===== config.mk =====
export PLATFORM = sky130hd
export DESIGN_NAME = board_ram_arbiter_flat
export DESIGN_NICKNAME = d
export VERILOG_FILES = /design/src/rtl/board_ram_arbiter_if.sv /design/src/rtl/board_ram_arbiter.sv /design/src/flat_wrapper.sv
export SDC_FILE = /design/constraint.sdc
export NUM_CORES = 1
export LEC_CHECK = 0
export ABC_AREA = 0
export BUFFER_PORTS_ARGS = -buffer_cell sky130_fd_sc_hd__buf_2
export CORE_ASPECT_RATIO = 0.8
export CORE_UTILIZATION = 43
export DETAILED_ROUTE_END_ITERATION = 6
export PLACE_DENSITY = 0.84
export SLEW_MARGIN = 10
export SYNTH_ARGS = -nofsm -noshare
export SYNTH_HDL_FRONTEND = slang
export SYNTH_SLANG_ARGS = --single-unit

===== constraint.sdc =====
create_clock -name clock -period 2.8 [get_ports clock]
set_clock_uncertainty 0.05 [all_clocks]
set_input_delay 0.56 -clock clock [delete_from_list [all_inputs] [get_ports clock]]
set_output_delay 0.56 -clock clock [all_outputs]
set_load 0.1 [all_outputs]

===== src/rtl/board_ram_arbiter_if.sv =====
// Bus bundle between the four gameboard RAM clients and the arbiter.
interface board_ram_arbiter_if;
  localparam int unsigned ADDR_W = 7;
  localparam int unsigned DATA_W = 2;
  localparam int unsigned N_REQ  = 4;

  // Requester side
  logic              req_init, req_vali, req_flip, req_vga;
  logic [ADDR_W-1:0] addr_init, addr_vali, addr_flip, addr_vga;
  logic [DATA_W-1:0] data_init, data_vali, data_flip, data_vga;
  logic              wren_init, wren_vali, wren_flip, wren_vga;

  // Arbiter side
  logic [N_REQ-1:0]  grant;
  logic [ADDR_W-1:0] addr_out;
  logic [DATA_W-1:0] data_out;
  logic              wren_out;
  logic [N_REQ-1:0]  rvalid;
  logic              busy;

  modport master (
    output req_init, req_vali, req_flip, req_vga,
    output addr_init, addr_vali, addr_flip, addr_vga,
    output data_init, data_vali, data_flip, data_vga,
    output wren_init, wren_vali, wren_flip, wren_vga,
    input  grant, addr_out, data_out, wren_out, rvalid, busy
  );

  modport slave (
    input  req_init, req_vali, req_flip, req_vga,
    input  addr_init, addr_vali, addr_flip, addr_vga,
    input  data_init, data_vali, data_flip, data_vga,
    input  wren_init, wren_vali, wren_flip, wren_vga,
    output grant, addr_out, data_out, wren_out, rvalid, busy
  );
endinterface


===== src/rtl/board_ram_arbiter.sv =====
// Four-way arbiter for the single-port gameboard RAM: fixed priority
// init > flip > vali > vga, no preemption, and a starvation override
// that lets a long-waiting vga outrank flip/vali (never init).
module board_ram_arbiter #(
  parameter int unsigned STARVE_LIMIT = 16
) (
  input  logic              clock,
  input  logic              reset,
  board_ram_arbiter_if.slave bus
);
  localparam int unsigned ADDR_W = 7;
  localparam int unsigned DATA_W = 2;
  localparam int unsigned N_REQ  = 4;
  localparam int unsigned CNT_W  = 5;

  // Owner state doubles as the one-hot grant vector.
  typedef enum logic [N_REQ-1:0] {
    IDLE     = 4'b0000,
    OWN_INIT = 4'b0001,
    OWN_VALI = 4'b0010,
    OWN_FLIP = 4'b0100,
    OWN_VGA  = 4'b1000
  } state_e;

  state_e             state_q, state_d;
  logic [CNT_W-1:0]   starve_cnt_q, starve_cnt_d;
  logic [N_REQ-1:0]   rvalid_q, rvalid_d;

  logic [N_REQ-1:0]   req_v, wren_v, grant_v;
  logic               owner_req, arb_point, starved;
  logic [ADDR_W-1:0]  addr_mux;
  logic [DATA_W-1:0]  data_mux;
  logic               wren_mux;

  assign req_v   = {bus.req_vga,  bus.req_flip,  bus.req_vali,  bus.req_init};
  assign wren_v  = {bus.wren_vga, bus.wren_flip, bus.wren_vali, bus.wren_init};
  assign grant_v = N_REQ'(state_q);

  // State, starvation counter and read-valid registers.
  always_ff @(posedge clock or posedge reset) begin
    if (reset) begin
      state_q      <= IDLE;
      starve_cnt_q <= '0;
      rvalid_q     <= '0;
    end else begin
      state_q      <= state_d;
      starve_cnt_q <= starve_cnt_d;
      rvalid_q     <= rvalid_d;
    end
  end

  // Next owner: re-arbitrate only when idle or the owner has released.
  always_comb begin
    state_d   = state_q;
    owner_req = |(req_v & grant_v);
    arb_point = (state_q == IDLE) || !owner_req;
    starved   = starve_cnt_q >= CNT_W'(STARVE_LIMIT);
    if (arb_point) begin
      if (bus.req_init)                state_d = OWN_INIT;
      else if (bus.req_vga && starved) state_d = OWN_VGA;
      else if (bus.req_flip)           state_d = OWN_FLIP;
      else if (bus.req_vali)           state_d = OWN_VALI;
      else if (bus.req_vga)            state_d = OWN_VGA;
      else                             state_d = IDLE;
    end
  end

  // Count cycles vga waits; cleared the moment vga is (or becomes) owner.
  always_comb begin
    starve_cnt_d = starve_cnt_q;
    if (!bus.req_vga || (state_q == OWN_VGA) || (state_d == OWN_VGA)) begin
      starve_cnt_d = '0;
    end else if (starve_cnt_q != {CNT_W{1'b1}}) begin
      starve_cnt_d = starve_cnt_q + CNT_W'(1);
    end
  end

  // A granted read this cycle produces RAM data on the next one.
  always_comb begin
    rvalid_d = grant_v & req_v & ~wren_v;
  end

  // RAM port mux driven straight from the grant register.
  always_comb begin
    addr_mux = '0;
    data_mux = '0;
    wren_mux = 1'b0;
    unique case (state_q)
      OWN_INIT: begin
        addr_mux = bus.addr_init;
        data_mux = bus.data_init;
        wren_mux = bus.wren_init & bus.req_init;
      end
      OWN_VALI: begin
        addr_mux = bus.addr_vali;
        data_mux = bus.data_vali;
        wren_mux = bus.wren_vali & bus.req_vali;
      end
      OWN_FLIP: begin
        addr_mux = bus.addr_flip;
        data_mux = bus.data_flip;
        wren_mux = bus.wren_flip & bus.req_flip;
      end
      OWN_VGA: begin
        addr_mux = bus.addr_vga;
        data_mux = bus.data_vga;
        wren_mux = bus.wren_vga & bus.req_vga;
      end
      default: begin
        addr_mux = '0;
        data_mux = '0;
        wren_mux = 1'b0;
      end
    endcase
  end

  assign bus.grant    = grant_v;
  assign bus.addr_out = addr_mux;
  assign bus.data_out = data_mux;
  assign bus.wren_out = wren_mux;
  assign bus.rvalid   = rvalid_q;
  assign bus.busy     = |grant_v;
endmodule


===== src/flat_wrapper.sv =====
// flat-port wrapper written by rule: the top's interface ports become plain ports
module board_ram_arbiter_flat 
#(
  parameter int unsigned STARVE_LIMIT = 16
)
  (clock, reset, bus_req_init, bus_req_vali, bus_req_flip, bus_req_vga, bus_addr_init, bus_addr_vali, bus_addr_flip, bus_addr_vga, bus_data_init, bus_data_vali, bus_data_flip, bus_data_vga, bus_wren_init, bus_wren_vali, bus_wren_flip, bus_wren_vga, bus_grant, bus_addr_out, bus_data_out, bus_wren_out, bus_rvalid, bus_busy);
  board_ram_arbiter_if bus_i ();
  input  logic clock;
  input  logic reset;
  input wire logic [$bits(bus_i.req_init)-1:0] bus_req_init;
  input wire logic [$bits(bus_i.req_vali)-1:0] bus_req_vali;
  input wire logic [$bits(bus_i.req_flip)-1:0] bus_req_flip;
  input wire logic [$bits(bus_i.req_vga)-1:0] bus_req_vga;
  input wire logic [$bits(bus_i.addr_init)-1:0] bus_addr_init;
  input wire logic [$bits(bus_i.addr_vali)-1:0] bus_addr_vali;
  input wire logic [$bits(bus_i.addr_flip)-1:0] bus_addr_flip;
  input wire logic [$bits(bus_i.addr_vga)-1:0] bus_addr_vga;
  input wire logic [$bits(bus_i.data_init)-1:0] bus_data_init;
  input wire logic [$bits(bus_i.data_vali)-1:0] bus_data_vali;
  input wire logic [$bits(bus_i.data_flip)-1:0] bus_data_flip;
  input wire logic [$bits(bus_i.data_vga)-1:0] bus_data_vga;
  input wire logic [$bits(bus_i.wren_init)-1:0] bus_wren_init;
  input wire logic [$bits(bus_i.wren_vali)-1:0] bus_wren_vali;
  input wire logic [$bits(bus_i.wren_flip)-1:0] bus_wren_flip;
  input wire logic [$bits(bus_i.wren_vga)-1:0] bus_wren_vga;
  output wire logic [$bits(bus_i.grant)-1:0] bus_grant;
  output wire logic [$bits(bus_i.addr_out)-1:0] bus_addr_out;
  output wire logic [$bits(bus_i.data_out)-1:0] bus_data_out;
  output wire logic [$bits(bus_i.wren_out)-1:0] bus_wren_out;
  output wire logic [$bits(bus_i.rvalid)-1:0] bus_rvalid;
  output wire logic [$bits(bus_i.busy)-1:0] bus_busy;
  assign bus_i.req_init = bus_req_init;
  assign bus_i.req_vali = bus_req_vali;
  assign bus_i.req_flip = bus_req_flip;
  assign bus_i.req_vga = bus_req_vga;
  assign bus_i.addr_init = bus_addr_init;
  assign bus_i.addr_vali = bus_addr_vali;
  assign bus_i.addr_flip = bus_addr_flip;
  assign bus_i.addr_vga = bus_addr_vga;
  assign bus_i.data_init = bus_data_init;
  assign bus_i.data_vali = bus_data_vali;
  assign bus_i.data_flip = bus_data_flip;
  assign bus_i.data_vga = bus_data_vga;
  assign bus_i.wren_init = bus_wren_init;
  assign bus_i.wren_vali = bus_wren_vali;
  assign bus_i.wren_flip = bus_wren_flip;
  assign bus_i.wren_vga = bus_wren_vga;
  assign bus_grant = bus_i.grant;
  assign bus_addr_out = bus_i.addr_out;
  assign bus_data_out = bus_i.data_out;
  assign bus_wren_out = bus_i.wren_out;
  assign bus_rvalid = bus_i.rvalid;
  assign bus_busy = bus_i.busy;
  board_ram_arbiter #(.STARVE_LIMIT(STARVE_LIMIT)) u_core (.clock(clock), .reset(reset), .bus(bus_i));
endmodule

==> reports/results.txt <==
RSZ-0062 raised after global routing -> no
Overflow after GRT -> 0
Max-cap violations -> 0
Cells after Synth -> 100
DRT met1 WL -> 1148 µm
Share of the synthesized area in the top cell type -> 35.76%
Drt initial violations -> 27
Delay of the slowest critical-path stage -> 0.57 ns
# nets final -> 210
Routed WL per cell -> 16.39 µm
Outcome -> completed
Slew Limit Fails -> 0
Fin. Hold Viols -> 0
Cells on worst reg2reg path -> 6
Worst skew pair latency -> 0.29 ns
Die Span Y -> 43.14 µm
Clk sinks -> 13
Type of the worst setup path -> reg -> out
WP data arrival -> 2.04 ns
DP Worst Slack -> 0.4025 ns
Required @ worst endpoint -> 2.19 ns
Synth warnings -> 0
Clock Path Buffers -> 2
Layout cell share with drive strength beyond 1 -> 52.80%
Post-synthesis cell area -> 909.6 µm²
CTS tree -> built
Static leakage -> 0.7195 nW
DIE AREA -> 0.002305 mm²
Syn-to-layout area delta -> 66.44%
Detailed Route WL -> 3032 µm
Core area -> 0.001927 mm²
Post-route worst setup slack -> 0.1470 ns
CP endpoint kind -> output port
Avg Cell Area, Syn -> 9.096 µm²
Crit path max fanout -> 10
Vias per cell -> 5.616
Most instantiated cells after synthesis -> 18 x a22oi_1, 13 x dfrtp_1, 10 x o21ai_0
Slew HR -> 56.23%
Clk slew on worst S/H paths -> 0.08 ns
Worst Tran Pin Value -> 0.6552 ns
Setup TNS -> 0 ns
Power per standard cell area -> 1017 mW/mm²
Net Count, Synth -> 148
CTS Buf Count -> 3
# fillers -> 136
CP Launch Type -> register
Crit share post-route -> 94.75%
Period minus WS final -> 2.653 ns
Diode count -> 0
Fmax -> 376.9 MHz
PortBufs -> 64
Hold-fix buffers at CTS -> 0
Sequential-to-total area share from yosys stat -> 35.76%
Max Used Layer -> met4
Met2 wire length -> 1634 µm
Highest-delay cell along the critical path -> nor2b_1
VDD IR max -> 0.7374 mV
Wire length of the first global-routing pass -> 4726 µm
Final HPWL DP -> 2379 µm
Row cnt -> 14
Async SR Flop Fraction -> 100.0%
Yosys reg bits -> 13
Global Route Usage Sum -> 29.21%
Post-synth EDFFs -> 0
Post-route ant nets -> 0
Flop2flop setup slack -> 1.08 ns
Vias -> 1039
I/O pin count -> 65
Synth area leader -> dfrtp_1
Largest net degree at the start of global routing -> 14
R2R Path End -> u_core.starve_cnt_q[3]$_DFFE_PP0P_
H-tree Lvls -> 1
Final Setup Violations -> 0
Die X -> 53.42 µm
Final Util -> 78.57%
GPL Wtd Cong -> 0.8381
Total Power -> 1.540 mW
Cell with the most instances after synthesis -> a22oi_1
Clock Tree Root -> clkbuf_4
Vias in the first global route -> 1021
Reg2reg start -> u_core.starve_cnt_q[0]$_DFFE_PP0P_
Dominant synthesized flop cell -> dfrtp_1
Routed length on met3 -> 183 µm
Pre-antenna DRT Iters -> 6
Initial Util -> 47.21%
Residual DRC -> 0
CP Cell Sequence -> nor2b_1, a22oi_1, o21ai_4, buf_12
Cell variety after synth -> 33
Largest cells by area after synthesis -> dfrtp_1 36%, a22oi_1 15%, o21ai_0 5.5%, nand4b_1 2.9%, ha_1 2.8%
Worst hold path class -> in -> async
Initial antenna violation count -> 0
[final cells by class]
type / instances / area, µm² / area share [%]
clock buffers: 4 / 26.28 / 1.736
inverters: 3 / 11.26 / 0.7438
multi-input cells: 76 / 638.1 / 42.15
flip-flops and latches: 13 / 330.3 / 21.82
well taps: 24 / 30.03 / 1.983
repair buffers: 65 / 478.0 / 31.57
[cells by family after synthesis]
family | after synthesis | synth area share (%)
flops | 13 | 35.76
compound gates | 36 | 27.51
fa+ha+maj | 2 | 2.751
mux | 4 | 4.677
buf+inv | 11 | 6.602
simple gates | 31 | 19.81
xor+xnor | 3 | 2.889
[cell usage in the layout (no fill, tap or decap), types with 2 or more instances in the layout]
cell type | synthesis | final
dfrtp_1 | 13 | 9
mux2i_1 | 2 | 2
nor2_1 | 6 | 6
nor3_1 | 5 | 5
nand2_1 | 5 | 5
mux2_1 | 2 | 2
buf_12 | 0 | 10
buf_2 | 2 | 54
xor2_1 | 2 | 2
nor2b_1 | 4 | 3
nand4b_1 | 3 | 3
ha_1 | 2 | 2
dfrtp_2 | 0 | 4
clkbuf_4 | 0 | 3
nand2b_1 | 2 | 2
o21ai_4 | 0 | 9
inv_1 | 3 | 3
a211oi_1 | 2 | 2
a22oi_1 | 18 | 18
[power by group]
| part | leakage [nW] | internal [mW] | switching, mW | total, mW |
|---|---|---|---|---|
| logic | 0.536 | 0.356 | 0.807 | 1.16 |
| registers | 0.168 | 0.212 | 0.0448 | 0.257 |
| clock network | 0.0150 | 0.0555 | 0.0650 | 0.120 |
[worst max-delay path by stage]
stage | start | to | slack (ns) | depth (start not counted)
5_1_grt | u_core.bus.grant[2]$_DFF_PP0_ | bus_data_out[1] | 0.02 | 4
2_1_floorplan | u_core.bus.grant[3]$_DFF_PP0_ | bus_addr_out[0] | 0.15 | 4
4_1_cts | u_core.bus.grant[3]$_DFF_PP0_ | bus_addr_out[3] | 0.09 | 4
6_report | u_core.bus.grant[2]$_DFF_PP0_ | bus_data_out[0] | 0.15 | 4
3_3_place_gp | u_core.bus.grant[3]$_DFF_PP0_ | bus_addr_out[4] | 0.51 | 4
3_5_place_dp | u_core.bus.grant[3]$_DFF_PP0_ | bus_addr_out[3] | 0.40 | 4
[flip-flops by register name, summed over array words and instances, names as in the netlist]
signal,flops
u_core.bus.grant,4
u_core.bus.rvalid,4
u_core.starve_cnt_q,5
[routing by layer]
metal  up-vias  global-route usage (%)
met5         -                       0
met2        43                   49.00
li1        505                       -
met1       480                   32.38
met3        11                   10.75
met4         0                   12.63
[critical path: cells and delay by family (launching register included)]
kind / cells / cell delay (ns)
buffers and inverters: 1 / 0.19
and+or+nand+nor: 1 / 0.57
DFF: 1 / 0.48
AOI/OAI and AO/OA: 2 / 0.50
[what timing repair did]
item,CTS,global route
hold endpoints to repair,0,0
setup buffers,0,0
endpoints found under the setup margin,0,9
gates resized for setup,0,2
[stage by stage]
step | hold slack (ns) | instances | area (µm²)
after global placement | 0.5158 | 181 | 1476
after CTS | 0.2488 | 185 | 1503
after detailed placement | 0.5184 | 181 | 1476
after global routing | 0.2746 | 185 | 1514
final | 0.2263 | 185 | 1514
after floorplan | 0.3867 | 100 | 1018
Note: power is estimated with default switching activity, not from simulation.
